`src/rtl/mod_exp_ctrl_pkg.sv`:
```
// mod_exp_ctrl_pkg: operand width, controller states and constants shared by the modexp slice.
`ifndef BITS
`define BITS 8
`endif
package mod_exp_ctrl_pkg;
  typedef enum logic [2:0] {IDLE, TO_MONT, INIT, SQ, MUL, FROM_MONT, DONE} state_t;
  localparam logic [`BITS-1:0] ONE = `BITS'(1);
endpackage

```
`src/rtl/mod_exp_ctrl_montgomery_mult.sv`:
```
// montgomery_mult: single-cycle combinational Montgomery product p = a*b*R^-1 mod n, R = 2^W.
module montgomery_mult #(
  parameter int W = `BITS
) (
  input  logic [W-1:0] a,
  input  logic [W-1:0] b,
  input  logic [W-1:0] n,
  input  logic [W-1:0] n_prime,
  output logic [W-1:0] p
);
  logic [2*W:0] t, mn, s;
  logic [W-1:0] m;
  logic [W:0] u;
  always_comb begin
    t = (2*W+1)'(a) * (2*W+1)'(b);
    m = t[W-1:0] * n_prime;
    mn = (2*W+1)'(m) * (2*W+1)'(n);
    s = t + mn;
    u = s[2*W:W];
    p = u >= {1'b0, n} ? W'(u - {1'b0, n}) : u[W-1:0];
  end
endmodule

```
`src/rtl/mod_exp_ctrl.sv`:
```
// mod_exp_ctrl: P = M^E mod N by left-to-right square-and-multiply over one Montgomery multiplier.
// Define MODEXP_SKIP_LEADING_ZEROS_EN to start the bit loop at the highest set bit of E.
module mod_exp_ctrl
  import mod_exp_ctrl_pkg::*;
#(
  parameter int EXP_BITS = `BITS
) (
  input  logic                clk,
  input  logic                rst_n,
  input  logic                start,
  input  logic [`BITS-1:0]    M,
  input  logic [EXP_BITS-1:0] E,
  input  logic [`BITS-1:0]    N,
  input  logic [`BITS-1:0]    N_prime,
  input  logic [`BITS-1:0]    R2,
  output logic                busy,
  output logic                done,
  output logic [`BITS-1:0]    P
);
  localparam int CW = $clog2(EXP_BITS) + 1;
  state_t state;
  logic [`BITS-1:0] m_r, n_r, np_r, r2_r, mbar, xbar, mm_a, mm_b, mm_p;
  logic [EXP_BITS-1:0] e_r, e_sh;
  logic [CW-1:0] i;
`ifdef MODEXP_SKIP_LEADING_ZEROS_EN
  function automatic logic [CW-1:0] msb(input logic [EXP_BITS-1:0] v);
    msb = '0;
    for (int k = 0; k < EXP_BITS; k++) if (v[k]) msb = CW'(k);
  endfunction
`endif
  assign e_sh = e_r >> i;
  always_comb begin
    mm_a = state == TO_MONT ? m_r : state == INIT ? ONE :
           (state == SQ || state == MUL || state == FROM_MONT) ? xbar : '0;
    mm_b = (state == TO_MONT || state == INIT) ? r2_r : state == SQ ? xbar :
           state == MUL ? mbar : state == FROM_MONT ? ONE : '0;
  end
  montgomery_mult #(.W(`BITS)) u_mm (.a(mm_a), .b(mm_b), .n(n_r), .n_prime(np_r), .p(mm_p));
  always_ff @(posedge clk or negedge rst_n) begin
    if (!rst_n) begin
      state <= IDLE;
      busy <= 1'b0;
      done <= 1'b0;
      P <= '0;
      m_r <= '0;
      e_r <= '0;
      n_r <= '0;
      np_r <= '0;
      r2_r <= '0;
      mbar <= '0;
      xbar <= '0;
      i <= '0;
    end else begin
      case (state)
        IDLE: if (start) begin
          m_r <= M;
          e_r <= E;
          n_r <= N;
          np_r <= N_prime;
          r2_r <= R2;
          busy <= 1'b1;
          state <= TO_MONT;
        end
        TO_MONT: begin
          mbar <= mm_p;
          state <= INIT;
        end
        INIT: begin
          xbar <= mm_p;
`ifdef MODEXP_SKIP_LEADING_ZEROS_EN
          i <= msb(e_r);
          state <= e_r == '0 ? FROM_MONT : SQ;
`else
          i <= CW'(EXP_BITS - 1);
          state <= SQ;
`endif
        end
        SQ, MUL: begin
          xbar <= mm_p;
          // a set bit gets its multiply before the index advances
          if (state == SQ && e_sh[0]) state <= MUL;
          else if (i == '0) state <= FROM_MONT;
          else begin
            i <= i - 1'b1;
            state <= SQ;
          end
        end
        FROM_MONT: begin
          P <= mm_p;
          busy <= 1'b0;
          done <= 1'b1;
          state <= DONE;
        end
        DONE: begin
          done <= 1'b0;
          state <= IDLE;
        end
        default: state <= IDLE;
      endcase
    end
  end
endmodule
```
`config.mk`:
```
export PLATFORM = sky130hd
export DESIGN_NAME = mod_exp_ctrl
export DESIGN_NICKNAME = d
export VERILOG_FILES = /design/src/rtl/mod_exp_ctrl_pkg.sv /design/src/rtl/mod_exp_ctrl_montgomery_mult.sv /design/src/rtl/mod_exp_ctrl.sv
export SDC_FILE = /design/constraint.sdc
export NUM_CORES = 1
export LEC_CHECK = 0
export ABC_AREA = 1
export CORE_MARGIN = 4
export CORE_UTILIZATION = 59
export CTS_BUF_LIST = sky130_fd_sc_hd__clkbuf_8
export DETAILED_ROUTE_END_ITERATION = 6
export GPL_TIMING_DRIVEN = 1
export PLACE_DENSITY_LB_ADDON = 0.15
export SLEW_MARGIN = 20
export SYNTH_ARGS = -nofsm -noshare
export SYNTH_HDL_FRONTEND = slang
export SYNTH_SLANG_ARGS = --single-unit
export TNS_END_PERCENT = 20
```
`constraint.sdc`:
```
create_clock -name clk -period 16.7 [get_ports clk]
set_input_delay 2.505 -clock clk [delete_from_list [all_inputs] [get_ports clk]]
set_output_delay 2.505 -clock clk [all_outputs]
set_load 0.1 [all_outputs]
```
# Word level (Yosys, flattened, before mapping)
# Index checks and enable logic that the tools add are counted.
word_totals:
  register_bits: 73
  latchBits: 0
  mem_bits_rw: 0
  mem_bits_ro: 0
  inputBits: 43
  out_inout_bits: 10
  elab_cells: 61
  mem_count: 0
op_classes:
  add_sub_neg: 3
  multipliers: 3
  div_mod_pow: 0
  order_cmp: 1
  eq_ne: 9
  shift: 1
  mux: 18
  n_bitwise: 0
  n_reduce_logical: 14
ops:
  columns: ["op", "count"]
  rows:
  - ["8-bit two-way mux", 7]
  - ["8-bit by 8-bit multiplier with 16-bit output", 2]
  - ["16-bit by 16-bit adder with 17-bit output", 1]
  - ["3-bit case mux with 5 select lines", 1]
  - ["3-bit == test, second input constant", 3]
  - ["9-bit by 8-bit greater-or-equal comparator with 1-bit output", 1]
  - ["3-bit two-way mux", 3]
  - ["8-bit by 8-bit multiplier with 8-bit output", 1]
  - ["4-bit two-way mux", 2]
  - ["4-bit case mux with 2 select lines", 1]
  - ["8-bit by 4-bit right shift with 1-bit output", 1]
  - ["8-bit subtractor", 1]
  - ["3-bit by 2-bit == test with 1-bit output, second input constant", 2]
  - ["2-bit inequality test, second input constant", 3]
  - ["2-bit nonzero test", 3]
  - ["4-bit zero test", 1]
  - ["1-bit case mux with 2 select lines", 2]
  - ["2-bit AND reduction", 2]
  - ["4-bit by 1-bit subtractor with 4-bit output, second input constant", 1]
  - ["3-bit by 1-bit == test with 1-bit output, second input constant", 1]
  - ["3-bit zero test", 1]
  - ["1-bit logical OR", 3]
  - ["3-bit AND reduction", 1]
  - ["3-bit OR reduction", 1]
  - ["other kinds (3)", 4]

# Longest topological paths before layout
# Gate-level depths: netlist (run 1).
logic_depth:
  depth_word: 12
  mapped_depth: 63
  ltp_nobuf: 61

# Hierarchy
# Synthesis (run 1) repeated with hierarchy kept, for this count alone.
hier_totals:
  hier_cells: 1213
  hier_area_um2: 9452.8
by_module_without_submodules:
  columns: ["module", "n_inst", "cells_per_inst", "area_each_um2", "seq_area_each_um2"]
  rows:
  - ["montgomery_mult", 1, 905, 6209.7, 0.0]
  - ["mod_exp_ctrl", 1, 308, 3243.1, 1826.8]

# Worst setup path after synthesis (run 1)
# No wires, ideal clock.
synth_timing:
  path_type: "reg2reg"
  startpoint: "reg state[0]"
  endpoint: "reg xbar[0]"
  setup_ps: 118
  t_arrival_ps: 12066
  required_ps: 16582
  setup_slack_ps: 4515
  stages_incl_launch_ff: 57
  path_buffers: 2
  synth_period_minus_slack_ps: 12185
  cell_sequence: "dfrtp_1 > buf_4 > nor2_1 > nand2_1 > nand2_1 > clkbuf_1 > o211ai_1 > o21ai_1 > nand2_1 > fa_1 > fa_1 > inv_1 > fa_1 > fa_1 > ha_1 > or2_2 > nand3_1 > fa_1 > [... 21 more ...] > nand2_1 > nor3_1 > nand4_4 > nand2_2 > nand3_1 > nand2_1 > nand2_1 > nand2_1 > inv_1 > ha_1 > a21oi_1 > o211ai_1 > a221oi_2 > nand2_4 > nor2_8 > nand2_4 > nand3_1 > nand2_1"
synth_between:
  elab_chain_len: 12
  word_cells_on_any_way: 23
  classes_between: "add/sub (2); mul (3); order compare (1); eq/ne (5); mux (8); reduce/logical (4)"
synth_lines:
  columns: ["element", "line", "text"]
  rows:
  - ["start: declaration", "mod_exp_ctrl.sv:21", "state_t state;"]
  - ["start signal: assignment", "mod_exp_ctrl.sv:41", "state <= IDLE;"]
  - ["start signal: assignment", "mod_exp_ctrl.sv:62", "state <= TO_MONT;"]
  - ["start signal: assignment", "mod_exp_ctrl.sv:66", "state <= INIT;"]
  - ["3-bit by 2-bit == test with 1-bit output or 3-bit == test (tied branches)", null, null]
  - ["1-bit logical OR (2 in a row)", "mod_exp_ctrl.sv:34", "(state == SQ || state == MUL || state == FROM_MONT) ? xbar : '0;"]
  - ["8-bit two-way mux", "mod_exp_ctrl.sv:34", null]
  - ["8-bit two-way mux (2 in a row)", "mod_exp_ctrl.sv:33", "mm_a = state == TO_MONT ? m_r : state == INIT ? ONE :"]
  - ["8-bit by 8-bit multiplier with 16-bit output", "mod_exp_ctrl_montgomery_mult.sv:15", "t = (2*W+1)'(a) * (2*W+1)'(b);"]
  - ["8-bit by 8-bit multiplier with 8-bit output", "mod_exp_ctrl_montgomery_mult.sv:16", "m = t[W-1:0] * n_prime;"]
  - ["8-bit by 8-bit multiplier with 16-bit output", "mod_exp_ctrl_montgomery_mult.sv:17", "mn = (2*W+1)'(m) * (2*W+1)'(n);"]
  - ["16-bit by 16-bit adder with 17-bit output", "mod_exp_ctrl_montgomery_mult.sv:18", "s = t + mn;"]
  - ["8-bit subtractor or 9-bit by 8-bit greater-or-equal comparator with 1-bit output (tied branches)", "mod_exp_ctrl_montgomery_mult.sv:20", "p = u >= {1'b0, n} ? W'(u - {1'b0, n}) : u[W-1:0];"]
  - ["8-bit two-way mux", "mod_exp_ctrl_montgomery_mult.sv:20", null]
  - ["end signal: assignment", "mod_exp_ctrl.sv:69", "xbar <= mm_p;"]
  - ["end signal: assignment", "mod_exp_ctrl.sv:79", "xbar <= mm_p;"]
  - ["end: declaration", "mod_exp_ctrl.sv:22", "logic [`BITS-1:0] m_r, n_r, np_r, r2_r, mbar, xbar, mm_a, mm_b, mm_p;"]
# Parallel ways exist; a longest one is shown, timed or not.
# A chain may end at the register's enable or synchronous reset.

# Worst setup path after layout (run 1)
layout_timing:
  startpoint: "reg state[2]"
  endpoint: "reg P[7]"
layout_between:
  elab_chain_len: 12
  word_cells_on_any_way: 22
  classes_between: "add/sub (2); mul (3); order compare (1); eq/ne (5); mux (8); reduce/logical (3)"
layout_lines:
  columns: ["element", "line", "text"]
  rows:
  - ["3-bit by 2-bit == test with 1-bit output or 3-bit == test (tied branches)", "mod_exp_ctrl.sv:34, mod_exp_ctrl.sv:35, mod_exp_ctrl.sv:36", null]
  - ["1-bit logical OR (2 in a row)", "mod_exp_ctrl.sv:34", null]
  - ["8-bit two-way mux", "mod_exp_ctrl.sv:34", null]
  - ["8-bit two-way mux (2 in a row)", "mod_exp_ctrl.sv:33", null]
  - ["8-bit by 8-bit multiplier with 16-bit output", "mod_exp_ctrl_montgomery_mult.sv:15", null]
  - ["8-bit by 8-bit multiplier with 8-bit output", "mod_exp_ctrl_montgomery_mult.sv:16", null]
  - ["8-bit by 8-bit multiplier with 16-bit output", "mod_exp_ctrl_montgomery_mult.sv:17", null]
  - ["16-bit by 16-bit adder with 17-bit output", "mod_exp_ctrl_montgomery_mult.sv:18", null]
  - ["8-bit subtractor or 9-bit by 8-bit greater-or-equal comparator with 1-bit output (tied branches)", "mod_exp_ctrl_montgomery_mult.sv:20", null]
  - ["8-bit two-way mux", "mod_exp_ctrl_montgomery_mult.sv:20", null]
  - ["end signal: assignment", "mod_exp_ctrl.sv:89", "P <= mm_p;"]
  - ["end: declaration", "mod_exp_ctrl.sv:18", "output logic [`BITS-1:0] P"]
# Parallel ways exist; a longest one is shown, timed or not.

==> results of run 1 <==
[state kept, by name, indices dropped and copies added (netlist names)]
register  flops
P             8
busy          1
done          1
e_r           8
i             4
m_r           8
mbar          8
n_r           8
np_r          8
r2_r          8
state         3
xbar          8
[cells in the final DEF (no fill, tap or decap), drive strengths merged, types with 3 or more instances in the layout]
cell type	count
a21oi	53
nand3	56
dfrtp	73
o211ai	10
fa	99
xnor2	12
nand2	288
xor2	20
clkdlybuf4s50	51
mux2	19
inv	279
ha	94
nand3b	4
nand4	6
o21ai	30
nor3	5
or2	3
nor2	78
clkbuf	10
nor4	3
[worst max-delay path: cells and delay by family, from the launching register on]
kind	cells	cell delay (ns)
AO/OA/AOI/OAI	8	1.86
XOR/XNOR	4	0.75
adder cells (fa/ha/maj)	15	6.83
buffers and inverters	9	0.99
flip-flops	1	0.48
AND/OR/NAND/NOR	17	2.27
[cells by family after synthesis]
kind of cell | count (synthesis)
AND/OR/NAND/NOR | 445
buffers and inverters | 297
adder cells (fa/ha/maj) | 193
AO/OA/AOI/OAI | 104
flip-flops | 73
XOR/XNOR | 32
multiplexers | 19
[metrics by stage]
stage / std cells / worst slack (ns) / utilization / hold slack (ns) / instance area [um^2]
6_report: 1400 / 3.37 / 0.663 / 0.488 / 10100
5_1_grt: 1400 / 2.53 / 0.663 / 0.522 / 10100
4_1_cts: 1400 / 3.43 / 0.663 / 0.490 / 10100
3_5_place_dp: 1384 / 3.53 / 0.648 / 0.464 / 9850
3_3_place_gp: 1384 / 3.68 / 0.648 / 0.460 / 9850
2_1_floorplan: 1163 / 4.52 / - / 0.440 / 9180
[how the worst max path moves through the flow]
stage               slack, ns  startpoint  endpoint
detailed placement       3.53    state[2]   mbar[3]
floorplan                4.52    state[0]   xbar[0]
global placement         3.68    state[2]      P[7]
global route             2.53    state[2]      P[7]
CTS                      3.43    state[2]      P[7]
finish                   3.37    state[2]      P[7]
[layout make-up]
class | instances | area (um^2) | area share
clock buffer | 10 | 138 | 0.0136
inverter | 277 | 1040 | 0.103
timing repair buffer | 53 | 526 | 0.0521
clock inverter | 6 | 95.1 | 0.00943
sequential | 73 | 1830 | 0.181
multi-input combinational | 793 | 6230 | 0.617
tap | 188 | 235 | 0.0233
[metal layers]
layer,up-vias,GRT usage
met3,37,0.0517
met1,3574,0.361
met5,-,0
met2,251,0.416
met4,0,0.0866
li1,3633,-
==> metrics.md, run 1 <==
| Metric | Value |
|---|---|
| WL met2 | `10200 um` |
| Area delta synth->final | `9.90%` |
| Main combinational cell family by area after synthesis | `adder cells` |
| Crit start category | `register` |
| Via count | `about 7500` |
| DRT iter0 DRCs | `approximately 470` |
| FF+latch count, synth | `73` |
| Slew @ Worst Pin | `around 0.98 ns` |
| Compound-Gate Fraction of Synth Area | `0.0638` |
| Setup Viol. Count Final | `0` |
| Final #Nets | `~1400` |
| R2R depth | `53` |
| Worst slew margin | `0.343` |
| Share of layout cells above drive strength 1 | `0.0644` |
| Chip width | `between 100 and 150 um` |
| Post-CTS sizing | `0` |
| Crit end category | `register` |
| Clock Path Buffers | `2` |
| WL final | `roughly 22000 um` |
| Synth warn | `0` |
| Number of global-route vias before repair | `between 7000 and 8000` |
| GPL Wtd Cong | `just over 0.9` |
| Routed len/inst | `15.5 um` |
| Dpl hpwl | `around 17000 um` |
| Clk_skew | `~0.0092 ns` |
| Maxcap violations | `0` |
| Overflow after GRT | `0` |
| Area leader, netlist | `fa_1` |
| Req. time, crit path | `around 17 ns` |
| Worst Hold Launch | `busy` |
| Slowest-stage cell, CP | `fa_1` |
| Slew Limit Fails | `0` |
| HP Class | `reg2reg` |
| Yosys cell types | `45` |
| Post-synth top area share | `0.216` |
| Min Tclk post-route | `approximately 13 ns` |
| CP arrival | `~14 ns` |
| Number of synthesized flops with an enable pin | `0` |
| Core area | `around 15000 um^2` |
| R2R Path End | `P[7]` |
| R2R Setup Slk | `3.37 ns` |
| Rows | `45` |
| Syn_nets | `roughly 1400` |
| Clock Pin Slew Worst Setup and Hold Paths | `about 0.090 ns` |
| Status | `finished, final reports clean` |
| First-pass GRT wire length | `37000 um` |
| TNS Setup | `0 ns` |
| Num ports | `53` |
| Most common cell on crit path | `fa_1` |
| Gr usage total | `0.262` |
| Simple logic cell fraction of the synthesized area | `0.216` |
| Period utilization | `0.798` |
| Adder-Cell Fraction of Synth Area | `0.344` |
| RSZ-0062 raised after global routing | `no` |
| Port Buffers | `52` |
| Largest net degree at the start of global routing | `74` |
| Area contributors post-synth | `fa_1 (22%), dfrtp_1 (20%), ha_1 (13%), nand2_1 (11%), inv_1 (11%)` |
| Buffer count from post-CTS setup fixing | `0` |
| Starting Density | `0.604` |
| Die Height | `roughly 130 um` |
| CTS tree | `yes` |
| Reg2Reg Launch Point | `state[2]` |
| Crit Path Class | `reg2reg` |
| Metal1 wirelength | `9540 um` |
| Cell area after synthesis | `between 9000 and 10000 um^2` |
| CTS root buf | `clkbuf_8` |
| Sequential share of the synthesized area | `0.199` |
| Via density per instance | `~5.4` |
| Diodes inserted | `0` |
| CTS Buf Count | `9` |
| Avg Cell Area, Syn | `just under 8 um^2` |
| Detail Route Antenna Nets | `0` |
| Synth cell count leaders | `nand2_1 (271), inv_1 (270), fa_1 (99), ha_1 (94), dfrtp_1 (73)` |
| Post-Synthesis Cells | `roughly 1200` |
| Maximum clock rate | `0.0750 GHz` |
| Mux contribution to synthesized area | `0.0233` |
| H-tree Lvls | `3` |
| Fill count | `1317` |
| Cells on Worst Hold Path | `2` |
| Clock Latency Late Sink | `0.38 ns` |
| Max FO, Critical Path | `15` |
| Drc violations | `0` |
| Most frequent cell after synthesis | `nand2_1` |
| Top Layer Used | `met4` |
| Most used flip-flop cell after synthesis | `dfrtp_1` |
| FFs w/ async S/R, synth | `1.00` |
| Xor/xnor share of the synthesized area | `0.0305` |
| Clock tree sinks | `73` |
| DRT Pass-1 Iters | `5` |
| CP max stage delay | `approximately 0.55 ns` |
| Met3 Wirelength | `1520 um` |
| DIE AREA | `around 18000 um^2` |
| Initial antenna violation count | `0` |
| CTS Hold Bufs | `0` |
| Final Hold Fails | `0` |
| Worst Hold End | `busy` |
Power of run 1 is left out: the tool's default activity adds up to more than one toggle a clock period on the data nets, which glitch-free logic cannot reach.
==> run 2, diff against run 1 <==
CORE_UTILIZATION = 57   (was 59)
clock period = 11.9 ns   (was 16.7 ns; I/O delays follow)
==> run 2 against run 1 <==
The flow now finishes with violations (negative setup slack). Non-clock buffer count grew 103. Cell count grew 9.4%. First-iteration DRC count grew 17%. Fmax grew 12%. Clock skew grew 0.0019 ns. Wire length grew 12%. Design area grew 14%. Critical path type unchanged.
==> metrics.md, run 2 (synthesis results as in run 1) <==
| Metric | Value |
|---|---|
| Worst slew margin | `0.345` |
| Diodes inserted | `0` |
| CTS Hold Bufs | `0` |
| Top delay family on crit path | `adder cells` |
| Clock Pin Slew Worst Setup and Hold Paths | `around 0.1 ns` |
| Status | `finished, violations left` |
| Max FO, Critical Path | `8` |
| Detail Route Antenna Nets | `0` |
| Slowest-stage cell, CP | `fa_1` |
| Violated checks | `negative setup slack` |
| Clock Path Buffers | `2` |
| Crit Path Class | `reg2reg` |
| Largest net degree at the start of global routing | `between 70 and 80` |
| Slew @ Worst Pin | `about 0.98 ns` |
| Chip width | `around 130 um` |
| Gr usage total | `0.277` |
| Final #Nets | `roughly 1500` |
| Rows | `46` |
| CP max stage delay | `roughly 0.54 ns` |
| Crit end category | `register` |
| CTS tree | `yes` |
| Maxcap violations | `0` |
| Share of layout cells above drive strength 1 | `0.211` |
| Via count | `approximately 8000` |
| CP Buf/Inv Count | `12` |
| H-tree Lvls | `3` |
| Core area | `roughly 16000 um^2` |
| Commonest non-fill, non-tap cell in the layout | `inv_1` |
| DRT iter0 DRCs | `between 500 and 600` |
| Final Hold Fails | `0` |
| Cell area after layout | `between 10000 and 15000 um^2` |
| Overflow after GRT | `0` |
| Setup Viol. Count Final | `8` |
| Number of global-route vias before repair | `between 8000 and 9000` |
| Most frequent cells in the layout | `inv_1 (262), nand2_1 (246), fa_1 (97), buf_4 (93), ha_1 (83)` |
| Area delta synth->final | `25.1%` |
| Maximum clock rate | `~0.084 GHz` |
| DRT Pass-1 Iters | `6` |
| WL final | `24500 um` |
| Min Tclk post-route | `~12 ns` |
| HP Class | `reg2reg` |
| RSZ-0062 raised after global routing | `yes` |
| DP Area | `10500 um^2` |
| Clk_skew | `about 0.011 ns` |
| GPL Wtd Cong | `approximately 0.99` |
| Fill count | `about 1200` |
| Initial antenna violation count | `0` |
| Dpl hpwl | `approximately 19000 um` |
| Placed cell count | `approximately 1500` |
| Port Buffers | `52` |
| Non-filler cells, final | `about 1500` |
| Starting Density | `0.580` |
| CTS Buf Count | `9` |
| CP arrival | `roughly 12 ns` |
| Drc violations | `0` |
| Routed len/inst | `16.0 um` |
| Num ports | `53` |
| First-pass GRT wire length | `39700 um` |
| Most common cell on crit path | `fa_1` |
| Period utilization | `1.00` |
| Crit start category | `register` |
| Clock tree sinks | `73` |
| Slew Limit Fails | `0` |
| Via density per instance | `5.25` |
| PnR worst setup slack | `-0.0468 ns` |
| Req. time, crit path | `approximately 12 ns` |
| Clock Latency Late Sink | `between 0.3 and 0.4 ns` |
| Die Height | `135 um` |
| DIE AREA | `approximately 18000 um^2` |
| CTS root buf | `clkbuf_8` |
run 2: through the flow:
step	TNS (ns)	hold slack, ns	util	worst slack (ns)
after detailed placement	-8.42	0.463	0.666	-0.388
after global routing	-12.05	0.517	0.725	-0.540
final	-0.115	0.488	0.725	-0.0468
after CTS	0	0.488	0.699	0.000494
after floorplan	0	0.440	-	0.00353
after global placement	-3.44	0.463	0.666	-0.157
run 2: timing repair:
| action | CTS | global route |
|---|---|---|
| endpoints found under the setup margin | 24 | 24 |
| resized for setup | 43 | 85 |
| pin swaps | 24 | 60 |
| buffers inserted | 12 | 11 |
| cloned | 1 | 0 |
run 2: worst register-to-register path: cells and delay by family, from the launching register on:
family                     cells  cell delay, ns
adders and majority gates     14            6.04
and+or+nand+nor               22            2.32
buffers and inverters         12            1.39
AOI/OAI and AO/OA              4            0.77
xor gates and xnor gates       4            0.76
DFF                            1            0.52
run 2: path summary, 6_finish.rpt:
kind | start | end | slack (ns) | cells past startpoint
max | state[2] | xbar[1] | -0.05 | 56
min | busy | busy | 0.49 | 2
max reg2reg | state[2] | xbar[1] | -0.05 | 56
min reg2reg | busy | busy | 0.49 | 2
max in group asynchronous | rst_n | state[1] | 9.65 | 1
min in group asynchronous | rst_n | r2_r[4] | 1.54 | 1
run 2: layout make-up:
| cell class | count | area (um^2) | area share |
|---|---|---|---|
| timing repair buffer | 156 | 1360 | 0.119 |
| sequential | 73 | 1830 | 0.159 |
| clock buffer | 9 | 124 | 0.0108 |
| inverter | 277 | 1050 | 0.0912 |
| tap | 216 | 270 | 0.0235 |
| multi-input combinational | 794 | 6760 | 0.589 |
| clock inverter | 7 | 86.3 | 0.00752 |
run 2: layer usage:
| metal | track usage | routed length [um] | vias up |
|---|---|---|---|
| met4 | 0.0814 | 615 | 0 |
| met2 | 0.447 | 11700 | 273 |
| met5 | 0 | 0 | - |
| met3 | 0.0607 | 1660 | 53 |
| met1 | 0.377 | 10500 | 3867 |
| li1 | - | - | 3849 |
Power of run 2 is left out for the same reason.
==> run 3, diff against run 2 <==
CTS_CLUSTER_DIAMETER = 50   (was not set)
==> results of run 3 <==
Final layout, timing and power as in run 2 (identical DEF).
Power of run 3 is left out for the same reason.
==> patch (config.mk and constraints of run 3) <==
Set the macro `BITS` to 4 (it was 8).
--- a/src/rtl/mod_exp_ctrl_pkg.sv
+++ b/src/rtl/mod_exp_ctrl_pkg.sv
@@ -2,3 +2,3 @@
 `ifndef BITS
-`define BITS 8
+`define BITS 4
 `endif
Ports: changed (6 resized); port bits go from 53 to 29. No check against the original RTL was run, so the function may have changed too.
==> patch against run 3 <==
- area after synthesis is 62% lower
- routed wire length is 70% lower
- via count is 65% lower
- worst setup slack better by 3800 ps
- sequential cell count is 33 lower
- die area is 59% lower
- cell area is 66% lower
- critical path type unchanged
- utilization is 6.0 points lower
- first-iteration DRC count is 79% lower
- sequential share of layout area is 9.5 points higher
Power is left out: the tool's default activity adds up to more than one toggle a clock period on the data nets, which glitch-free logic cannot reach.
==> patch: results (changes against run 3) <==
number of input and output port buffers inserted 28 (was 52); list of most frequent post-synthesis cells sky130_fd_sc_hd__nand2_1, sky130_fd_sc_hd__inv_1, sky130_fd_sc_hd__dfrtp_1 (was sky130_fd_sc_hd__nand2_1, sky130_fd_sc_hd__inv_1, sky130_fd_sc_hd__fa_1); xor-xnor portion of the synthesized cell area 3.29% (was 3.05%); maximum cell stage delay along the critical path 580 ps (was 540 ps); capture point of the worst reg-to-reg path xbar[0]$_DFFE_PN0P_ (was xbar[1]$_DFFE_PN0P_); number of violations reported at the end of detailed-routing iteration 0 117 (was 546); status completed (was complete, but fails checks); fraction of the mapped netlist area in adder cells 20.9% (was 34.4%); later-pin clock latency in the skew report 300 ps (was 380 ps); Post-Synthesis Cells 428 (was 1163); distinct cell type count of the synthesized netlist 37 (was 45); Reg2Reg Launch Point state[0]$_DFFE_PN0P_ (was state[2]$_DFFE_PN0P_); number of buffers on the longest clock path 2 (unchanged); CTS resizes 0 (was 43); aggregate routed wire length 7430 um (was 24500 um); largest cells by area after synthesis sky130_fd_sc_hd__dfrtp_1, sky130_fd_sc_hd__ha_1, sky130_fd_sc_hd__nand2_1, sky130_fd_sc_hd__inv_1, sky130_fd_sc_hd__fa_1 (was sky130_fd_sc_hd__fa_1, sky130_fd_sc_hd__dfrtp_1, sky130_fd_sc_hd__ha_1, sky130_fd_sc_hd__nand2_1, sky130_fd_sc_hd__inv_1); number of clock buffers inserted by TritonCTS 5 (was 9); estimated wirelength of the detail-placed design 6060 um (was 18600 um); arrival time worst endpoint 8330 ps (was 12210 ps); placer congestion estimate 0.868 (was 0.991); clock skew 4.70 ps (was 11.1 ps); maximum number of pins on one net before global-route repair 41 (was 74); Fin Hold WS 492 ps (was 488 ps); wire length of the first global-routing pass 13100 um (was 39700 um); post-synthesis sequential area ratio 28.9% (was 19.9%); Post-CTS Setup Bufs 0 (was 12); fraction of final layout cells sized beyond drive strength 1 10.8% (was 21.1%); vias in the first global route 2907 (was 8037); DR vias 2808 (was 8042); slowest CP cell sky130_fd_sc_hd__a211oi_1 (was sky130_fd_sc_hd__fa_1); number of standard cells in the layout, taps in and fillers out 537 (was 1532); compound-gate portion of the synthesized area 6.58% (was 6.38%); Worst Hold Path EP busy$_DFFE_PN0P_ (unchanged); global routing usage summed across all routing layers 22.3% (was 27.7%); portion of netlist area occupied by mux cells 4.23% (was 2.33%); pre-CTS setup slack 3900 ps (was -388 ps); dpl cell area 3820 um2 (was 10500 um2); Worst slew margin 34.8% (was 34.5%); syn nets 501 (was 1399); fin nets 534 (was 1547)
[patch: logic make-up (layout without fill, tap and decap cells)]
family | Yosys count | count (layout)
AND/OR/NAND/NOR | 182 | 182
buffers and inverters | 92 | 126
adder cells (fa/ha/maj) | 50 | 50
XOR/XNOR | 13 | 13
AO/OA/AOI/OAI | 38 | 38
flip-flops | 40 | 40
multiplexers | 13 | 13
[patch: worst max-delay path by stage]
| stage | endpoint | depth (start not counted) | start | slack [ps] |
|---|---|---|---|---|
| global route | xbar[0]$_DFFE_PN0P_ | 41 | state[0]$_DFFE_PN0P_ | 3110 |
| detailed placement | xbar[0]$_DFFE_PN0P_ | 41 | state[0]$_DFFE_PN0P_ | 3900 |
| floorplan | P[0]$_DFFE_PN0P_ | 38 | state[2]$_DFFE_PN0P_ | 4630 |
| global placement | xbar[0]$_DFFE_PN0P_ | 39 | state[2]$_DFFE_PN0P_ | 4050 |
| CTS | xbar[0]$_DFFE_PN0P_ | 41 | state[0]$_DFFE_PN0P_ | 3850 |
| finish | xbar[0]$_DFFE_PN0P_ | 41 | state[0]$_DFFE_PN0P_ | 3760 |
[patch: layout make-up]
class	count	area, um2
multi-input combinational	296	2110
clock inverter	3	47.5
sequential	40	1000
fill	522	1980
inverter	89	339
timing repair buffer	29	283
tap	75	93.8
clock buffer	5	68.8
[patch: metal layers]
metal	vias to the layer above	global-route usage [%]	part of all wire [%]
li1	1415	-	-
met1	1328	29.3	47
met2	56	38.7	48
met3	9	3.07	3.9
met4	0	5.76	1.2
met5	-	0	0
[patch: worst max-delay path, delay by kind of cell, from the launching register on]
family	cells	cell delay (ps)
flops	1	520
xor+xnor	4	720
buf+inv	10	690
simple gates	13	1420
fa+ha+maj	10	3290
compound gates	4	1390
